<file path="src/rtl/label_pkg.sv">
// Shared constants, widths and FSM encoding for the label bounding-box reader.
package label_pkg;

  localparam int DEF_PIC_COLS = 320;
  localparam int DEF_PIC_ROWS = 240;
  localparam int DEF_LBL_W    = 32;
  localparam int DEF_NLBL     = 16;

  localparam int ADDR_W    = 17;
  localparam int X_W       = 9;
  localparam int Y_W       = 8;
  localparam int CNT_W     = 17;
  localparam int LBL_IDX_W = 4;

  localparam logic [DEF_LBL_W-1:0] BG_LABEL = '0;

  typedef enum logic [2:0] {
    IDLE,
    SCAN,
    DRAIN,
    EMIT,
    FIN
  } state_e;

endpackage

</file>
<file path="src/rtl/label_bbox_table.sv">
// Per-label slot table: pixel count plus inclusive column/row bounds.
module label_bbox_table
  import label_pkg::*;
#(
  parameter int NLBL    = DEF_NLBL,
  parameter int CNT_MAX = DEF_PIC_COLS * DEF_PIC_ROWS
) (
  input  logic                 clk,
  input  logic                 rst,
  input  logic                 clr_i,
  input  logic                 upd_i,
  input  logic [LBL_IDX_W-1:0] upd_lbl_i,
  input  logic [X_W-1:0]       upd_x_i,
  input  logic [Y_W-1:0]       upd_y_i,
  input  logic [LBL_IDX_W-1:0] rd_idx_i,
  output logic [CNT_W-1:0]     rd_cnt_o,
  output logic [X_W-1:0]       rd_xmin_o,
  output logic [X_W-1:0]       rd_xmax_o,
  output logic [Y_W-1:0]       rd_ymin_o,
  output logic [Y_W-1:0]       rd_ymax_o
);

  logic [CNT_W-1:0] cnt_q  [NLBL];
  logic [X_W-1:0]   xmin_q [NLBL];
  logic [X_W-1:0]   xmax_q [NLBL];
  logic [Y_W-1:0]   ymin_q [NLBL];
  logic [Y_W-1:0]   ymax_q [NLBL];

  logic [CNT_W-1:0] upd_cnt;
  logic             upd_first;

  assign upd_cnt   = cnt_q[upd_lbl_i];
  assign upd_first = (upd_cnt == '0);

  always_ff @(posedge clk or posedge rst) begin
    if (rst) begin
      for (int i = 0; i < NLBL; i++) cnt_q[i] <= '0;
    end else if (clr_i) begin
      for (int i = 0; i < NLBL; i++) cnt_q[i] <= '0;
    end else if (upd_i) begin
      // Saturate rather than wrap: a full frame of one label is the ceiling.
      if (upd_cnt != CNT_W'(CNT_MAX)) cnt_q[upd_lbl_i] <= upd_cnt + 1'b1;
    end
  end

  // Bounds are only meaningful while the count is non-zero, so they carry no reset.
  always_ff @(posedge clk) begin
    if (upd_i) begin
      if (upd_first) begin
        xmin_q[upd_lbl_i] <= upd_x_i;
        xmax_q[upd_lbl_i] <= upd_x_i;
        ymin_q[upd_lbl_i] <= upd_y_i;
        ymax_q[upd_lbl_i] <= upd_y_i;
      end else begin
        if (upd_x_i < xmin_q[upd_lbl_i]) xmin_q[upd_lbl_i] <= upd_x_i;
        if (upd_x_i > xmax_q[upd_lbl_i]) xmax_q[upd_lbl_i] <= upd_x_i;
        if (upd_y_i < ymin_q[upd_lbl_i]) ymin_q[upd_lbl_i] <= upd_y_i;
        if (upd_y_i > ymax_q[upd_lbl_i]) ymax_q[upd_lbl_i] <= upd_y_i;
      end
    end
  end

  assign rd_cnt_o  = cnt_q[rd_idx_i];
  assign rd_xmin_o = xmin_q[rd_idx_i];
  assign rd_xmax_o = xmax_q[rd_idx_i];
  assign rd_ymin_o = ymin_q[rd_idx_i];
  assign rd_ymax_o = ymax_q[rd_idx_i];

endmodule

</file>
<file path="src/rtl/label_bbox_reader.sv">
// Scans a raster label map, accumulates per-label boxes, then streams one
// record per non-empty label over a valid/ready handshake.
module label_bbox_reader
  import label_pkg::*;
#(
  parameter int PIC_COLS = DEF_PIC_COLS,
  parameter int PIC_ROWS = DEF_PIC_ROWS,
  parameter int LBL_W    = DEF_LBL_W,
  parameter int NLBL     = DEF_NLBL
) (
  input  logic              clk,
  input  logic              rst,
  input  logic              start,
  output logic              busy,
  output logic              done,
  output logic              mem_rd,
  output logic [ADDR_W-1:0] mem_addr,
  input  logic [LBL_W-1:0]  mem_rdata,
  output logic              box_valid,
  input  logic              box_ready,
  output logic [3:0]        box_label,
  output logic [X_W-1:0]    box_xmin,
  output logic [X_W-1:0]    box_xmax,
  output logic [Y_W-1:0]    box_ymin,
  output logic [Y_W-1:0]    box_ymax,
  output logic [CNT_W-1:0]  box_count,
  output logic              overflow
);

  localparam int                   NPIX      = PIC_COLS * PIC_ROWS;
  localparam logic [ADDR_W-1:0]    LAST_ADDR = ADDR_W'(NPIX - 1);
  localparam logic [X_W-1:0]       LAST_COL  = X_W'(PIC_COLS - 1);
  localparam logic [LBL_IDX_W-1:0] LAST_SLOT = LBL_IDX_W'(NLBL - 1);

  state_e               state_q, state_d;
  logic [ADDR_W-1:0]    addr_q;
  logic [X_W-1:0]       col_q, col_p1;
  logic [Y_W-1:0]       row_q, row_p1;
  logic                 rd_vld_q;
  logic                 ovf_q;
  logic [LBL_IDX_W-1:0] slot_q;

  logic                 start_acc, scan_last, slot_adv, lbl_hit, lbl_ovf, emit_act;
  logic [CNT_W-1:0]     tbl_cnt;
  logic [X_W-1:0]       tbl_xmin, tbl_xmax;
  logic [Y_W-1:0]       tbl_ymin, tbl_ymax;

  assign start_acc = (state_q == IDLE) && start;
  assign scan_last = (addr_q == LAST_ADDR);
  assign emit_act  = (state_q == EMIT);
  assign slot_adv  = (tbl_cnt == '0) || box_ready;
  assign lbl_hit   = rd_vld_q && (mem_rdata != LBL_W'(BG_LABEL)) && (mem_rdata < LBL_W'(NLBL));
  assign lbl_ovf   = rd_vld_q && (mem_rdata >= LBL_W'(NLBL));

  always_ff @(posedge clk or posedge rst) begin
    if (rst) state_q <= IDLE;
    else     state_q <= state_d;
  end

  always_comb begin
    state_d = state_q;
    case (state_q)
      IDLE:    if (start) state_d = SCAN;
      SCAN:    if (scan_last) state_d = DRAIN;
      DRAIN:   state_d = EMIT;
      EMIT:    if (slot_adv && (slot_q == LAST_SLOT)) state_d = FIN;
      FIN:     state_d = IDLE;
      default: state_d = IDLE;
    endcase
  end

  always_comb begin
    busy      = (state_q != IDLE);
    done      = (state_q == FIN);
    mem_rd    = (state_q == SCAN);
    box_valid = emit_act && (tbl_cnt != '0);
  end

  always_ff @(posedge clk or posedge rst) begin
    if (rst) begin
      addr_q   <= '0;
      col_q    <= '0;
      row_q    <= '0;
      rd_vld_q <= 1'b0;
      ovf_q    <= 1'b0;
      slot_q   <= '0;
    end else begin
      rd_vld_q <= mem_rd;
      if (start_acc) begin
        addr_q <= '0;
        col_q  <= '0;
        row_q  <= '0;
        ovf_q  <= 1'b0;
        slot_q <= LBL_IDX_W'(1);
      end else if (mem_rd) begin
        if (scan_last) begin
          addr_q <= '0;
          col_q  <= '0;
          row_q  <= '0;
        end else begin
          addr_q <= addr_q + 1'b1;
          if (col_q == LAST_COL) begin
            col_q <= '0;
            row_q <= row_q + 1'b1;
          end else begin
            col_q <= col_q + 1'b1;
          end
        end
      end
      if (lbl_ovf) ovf_q <= 1'b1;
      if (emit_act && slot_adv) slot_q <= slot_q + 1'b1;
    end
  end

  // Coordinates lag the address by one cycle to line up with mem_rdata.
  always_ff @(posedge clk) begin
    col_p1 <= col_q;
    row_p1 <= row_q;
  end

  label_bbox_table #(
    .NLBL    (NLBL),
    .CNT_MAX (NPIX)
  ) u_table (
    .clk       (clk),
    .rst       (rst),
    .clr_i     (start_acc),
    .upd_i     (lbl_hit),
    .upd_lbl_i (mem_rdata[LBL_IDX_W-1:0]),
    .upd_x_i   (col_p1),
    .upd_y_i   (row_p1),
    .rd_idx_i  (slot_q),
    .rd_cnt_o  (tbl_cnt),
    .rd_xmin_o (tbl_xmin),
    .rd_xmax_o (tbl_xmax),
    .rd_ymin_o (tbl_ymin),
    .rd_ymax_o (tbl_ymax)
  );

  assign mem_addr  = addr_q;
  assign overflow  = ovf_q;
  assign box_label = box_valid ? 4'(slot_q) : '0;
  assign box_xmin  = box_valid ? tbl_xmin : '0;
  assign box_xmax  = box_valid ? tbl_xmax : '0;
  assign box_ymin  = box_valid ? tbl_ymin : '0;
  assign box_ymax  = box_valid ? tbl_ymax : '0;
  assign box_count = box_valid ? tbl_cnt : '0;

endmodule

</file>
<file path="config.mk">
export PLATFORM = sky130hd
export DESIGN_NAME = label_bbox_reader
export DESIGN_NICKNAME = d
export VERILOG_FILES = /design/src/rtl/label_pkg.sv /design/src/rtl/label_bbox_table.sv /design/src/rtl/label_bbox_reader.sv
export SDC_FILE = /design/constraint.sdc
export NUM_CORES = 2
export LEC_CHECK = 0
export ABC_AREA = 1
export BUFFER_PORTS_ARGS = -buffer_cell sky130_fd_sc_hd__buf_4
export CORE_UTILIZATION = 30
export CTS_CLUSTER_SIZE = 20
export DETAILED_ROUTE_END_ITERATION = 8
export HOLD_SLACK_MARGIN = 0.15
export MAX_ROUTING_LAYER = met4
export PLACE_DENSITY = 0.43
export SYNTH_ARGS = -nofsm -noshare
export SYNTH_HDL_FRONTEND = slang
export SYNTH_SLANG_ARGS = --single-unit
</file>
<file path="constraint.sdc">
create_clock -name clk -period 10 [get_ports clk]
set_input_delay 0.5 -clock clk [delete_from_list [all_inputs] [get_ports clk]]
set_output_delay 0.5 -clock clk [all_outputs]
set_load 0.005 [all_outputs]
</file>
==> flow_summary.yaml <==
clock_network:
  ctsRootBufferMaster: "clkbuf_16"
  cts_tree: "yes"
  ctsLongestPathBuffers: 3
  insertion_delay_ps: 760
  clk_pin_slew_worst_paths_ps: 60
  cts_buffers: 102
  tritoncts_num_sinks: 876
  cts_resized: 0
  htreeDepth: 3
synthesis:
  ys.flop_type: "edfxtp_1"
  synth_edf_count: 544
  postSynthAreaPerCell_um2: 9.03
  yosysTopAreaCellShare_pct: 36.8
  synth_most_common_cell: "nand2_1"
  yosys_warnings: 0
  synth_area_um2: 44400
  synth_top_cell_by_area: "edfxtp_1"
  synthTopCellsByArea: "edfxtp_1 (37%), dfrtp_1 (18%), nand2_1 (9.3%), a21oi_1 (5.7%), nand3_1 (5.0%)"
  synth_common_cells: "nand2_1 (1,096), edfxtp_1 (544), a21oi_1 (505)"
  synth_cell_types: 49
  ys_seq_area_share_pct: 55.4
  synthArstFlopShare_pct: 36.0
  ys_seq_elements: 876
  synthCells: 4915
route:
  first_iter_violations: 4444
  wl_per_cell_um: 27.1
  drc: 0
  wirelength_um: 187000
  routed-via-count: 38900
  drt-pass1-iter-count: 6
  viasPerCell: 5.66
  drtAntennaViolNets: 0
worst_setup_path:
  critPathRequiredTime_ps: 9500
  worstReg2RegEnd: "slot_q[1]"
  crit_type: "flop to primary output"
  cpMostUsedCell: "nand2_1"
  reg2reg_from: "slot_q[0]"
  critPathSlowestCell: "dfrtp_4"
  critPathTopFamily: "simple AND/OR/NAND/NOR gates"
  worstRegToRegCells: 15
  critPathCaptureType: "primary output"
  path_buf_inv: 5
  slowest_delay_ps: 1000
  crit_fanout: 176
  crit_arrival_ps: 6720
  cp-start-kind: "flop"
  r2r_setup_slack_ps: 5140
  cp_cell_sequence: "buf_12 -> buf_4 -> nand2_1 -> nand2_1 -> nand2_1 -> nand3_1 -> nand3_1 -> nand2_1 -> inv_1 -> nand2_1 -> nor2_1 -> nand3_1 -> nand2_4 -> buf_4 -> nor3_1 -> buf_4"
final_layout:
  areaGrowthSynthToFinish_pct: 13.8
  final_net_count: 4945
  drive_gt1_share_pct: 8.20
  fillers: 14900
sta:
  fin_setup_tns_ps: 0
  maxSlewViolCount: 0
  rsz0062_at_grt: "false"
  timing.slew.headroom_pct: 9.71
  clock.fmax_mhz: 139
  hold_viol_final: 0
  finClkSkew_ps: 54.6
  tightest_slew_ps: 1350
  post-route-period-util_pct: 72.2
  period_minus_slack_ps: 7220
  finalSetupViolCount: 0
global_routing:
  grt_max_degree: 189
  grtUsageTotal_pct: 25.1
  gr-total-overflow: 0
  grt_pass1_vias: 37300
  antenna_found_initial: 6
  grt_pass1_wl_um: 270000
hold_path:
  min_from: "start"
  hold_path_class: "input pin to flop"
  hold_path_depth: 3
  min_to: "state_q[0]"
pwr:
  power_density_nw_per_um2: 233
  p_total_mw: 11.8
  p_leak_nw: 19.3
  p_int_mw: 7.34
  switchingPower_mw: 4.44
  comb_power_share_pct: 30.2
  p_sw_share_pct: 37.7
  pwr-share-clk_pct: 33.4
  pwr-share-seq_pct: 36.3
  ir_worst_vdd_mv: 0.166
die:
  core_um2: 146000
  die-area_um2: 149000
  boundaryPins: 113
  die-height_um: 387
  rows: 140
  start_util_pct: 30.3
  die_x_um: 387
place:
  dp_hpwl_um: 109000
  port_buffers: 112
  gp_congestion: 0.871
run_status:
  status: "finished clean"
run:
  max_cap_viol_count: 0
-- sequential cells by signal (all words and copies together), names as in the netlist --
register and cells:
row_p1 8, u_table.ymax_q 128, u_table.ymin_q 128, rd_vld_q 1, overflow 1, u_table.xmax_q 144, u_table.cnt_q 272, state_q 3
col_p1 9, slot_q 4, mem_addr 17, row_q 8, col_q 9, u_table.xmin_q 144
-- kinds of logic (layout without fill, tap and decap cells) --
kind of cell | after synthesis | in the layout | synth area share [%]
adder cells (fa/ha/maj) | 38 | 38 | 1.07
multiplexers | 1 | 1 | 0.0226
AND/OR/NAND/NOR | 2047 | 2047 | 19.9
other | 1 | 38 | 0.00845
XOR/XNOR | 12 | 12 | 0.237
buffers and inverters | 653 | 659 | 5.86
flip-flops | 876 | 876 | 55.4
AO/OA/AOI/OAI | 1287 | 1287 | 17.5
-- worst reg2reg max path, stage by stage, from the launching register on --
cell,delay [ps]
dfrtp_4,1000
buf_12,550
buf_4,1150
nand2_1,210
o211ai_1,120
nand3_1,120
nand3_1,150
nand2_1,150
inv_1,200
nand2_1,80
nor2_1,100
nand3_1,320
nand2_1,230
nand2_1,140
nand2_1,130
o21ai_0,80
-- power by group through the flow --
stage               clock network [mW]  registers, mW  logic (mW)
floorplan                            0           4.29        2.08
global placement                     0           4.35        3.54
detailed placement                   0           4.35        3.54
CTS                               4.01           4.28        3.55
global route                      4.14           4.29        3.84
finish                            3.94           4.28        3.56
-- repair_timing --
| item | CTS | global route |
|---|---|---|
| endpoints found under the hold margin | 104 | 0 |
| hold buffers | 1 | 0 |
| setup buffers | 0 | 0 |
-- layout by cell type (no fill, tap or decap), drive strengths merged, types with 3 or more instances in the layout --
master / instances
nor4: 34
a22oi: 271
o211ai: 36
a221oi: 119
nor3: 106
bufinv: 15
o21ai: 323
or2: 8
a311oi: 18
xor2: 10
nand3: 457
dfrtp: 315
inv: 279
clkbuf: 132
ha: 38
nand4: 56
edfxtp: 544
a211oi: 3
conb: 34
dfxtp: 17
clkinv: 35
buf: 193
nand2: 1099
diode: 4
clkinvlp: 4
nor3b: 4
nor2: 280
a21oi: 505
-- stage by stage --
stage	setup slack, ps	utilization, %	hold slack [ps]	cells	instance area (um^2)
after floorplan	785	-	368	4948	44500
after global placement	3580	32.1	384	6683	47000
after detailed placement	3490	32.1	386	6683	47000
after CTS	3250	34.5	192	6871	50500
after global routing	2730	34.5	270	6872	50500
final	2780	34.5	225	6875	50500
-- layout make-up --
cell class	count	area [um^2]	share of cell area, %
Sequential cell	876	24600	48.7
Clock buffer	132	2720	5.38
Antenna cell	4	10.0	0.0198
Tap cell	1917	2400	4.75
Clock inverter	55	774	1.53
Inverter	278	1090	2.16
Multi-Input combinational cell	3419	17400	34.4
Timing Repair Buffer	194	1530	3.04
-- worst max path at each step --
stage	startpoint	end	depth (start not counted)
floorplan	rst	col_q[0]	1
global placement	mem_rdata[1]	u_table.ymin_q[6][7]	15
detailed placement	mem_rdata[1]	u_table.ymin_q[6][6]	15
CTS	slot_q[0]	box_xmax[3]	16
global route	slot_q[0]	box_xmax[3]	16
finish	slot_q[0]	box_xmax[3]	16
-- per-layer routing --
layer / wire [um] / global-route usage, % / vias to the layer above
li1: - / - / 17400
met4: 6480 / 9.19 / 0
met5: 0 / - / -
met3: 12400 / 3.17 / 310
met2: 86800 / 39.0 / 1708
met1: 80900 / 33.4 / 19500
Note: power is estimated with default switching activity, not from simulation.
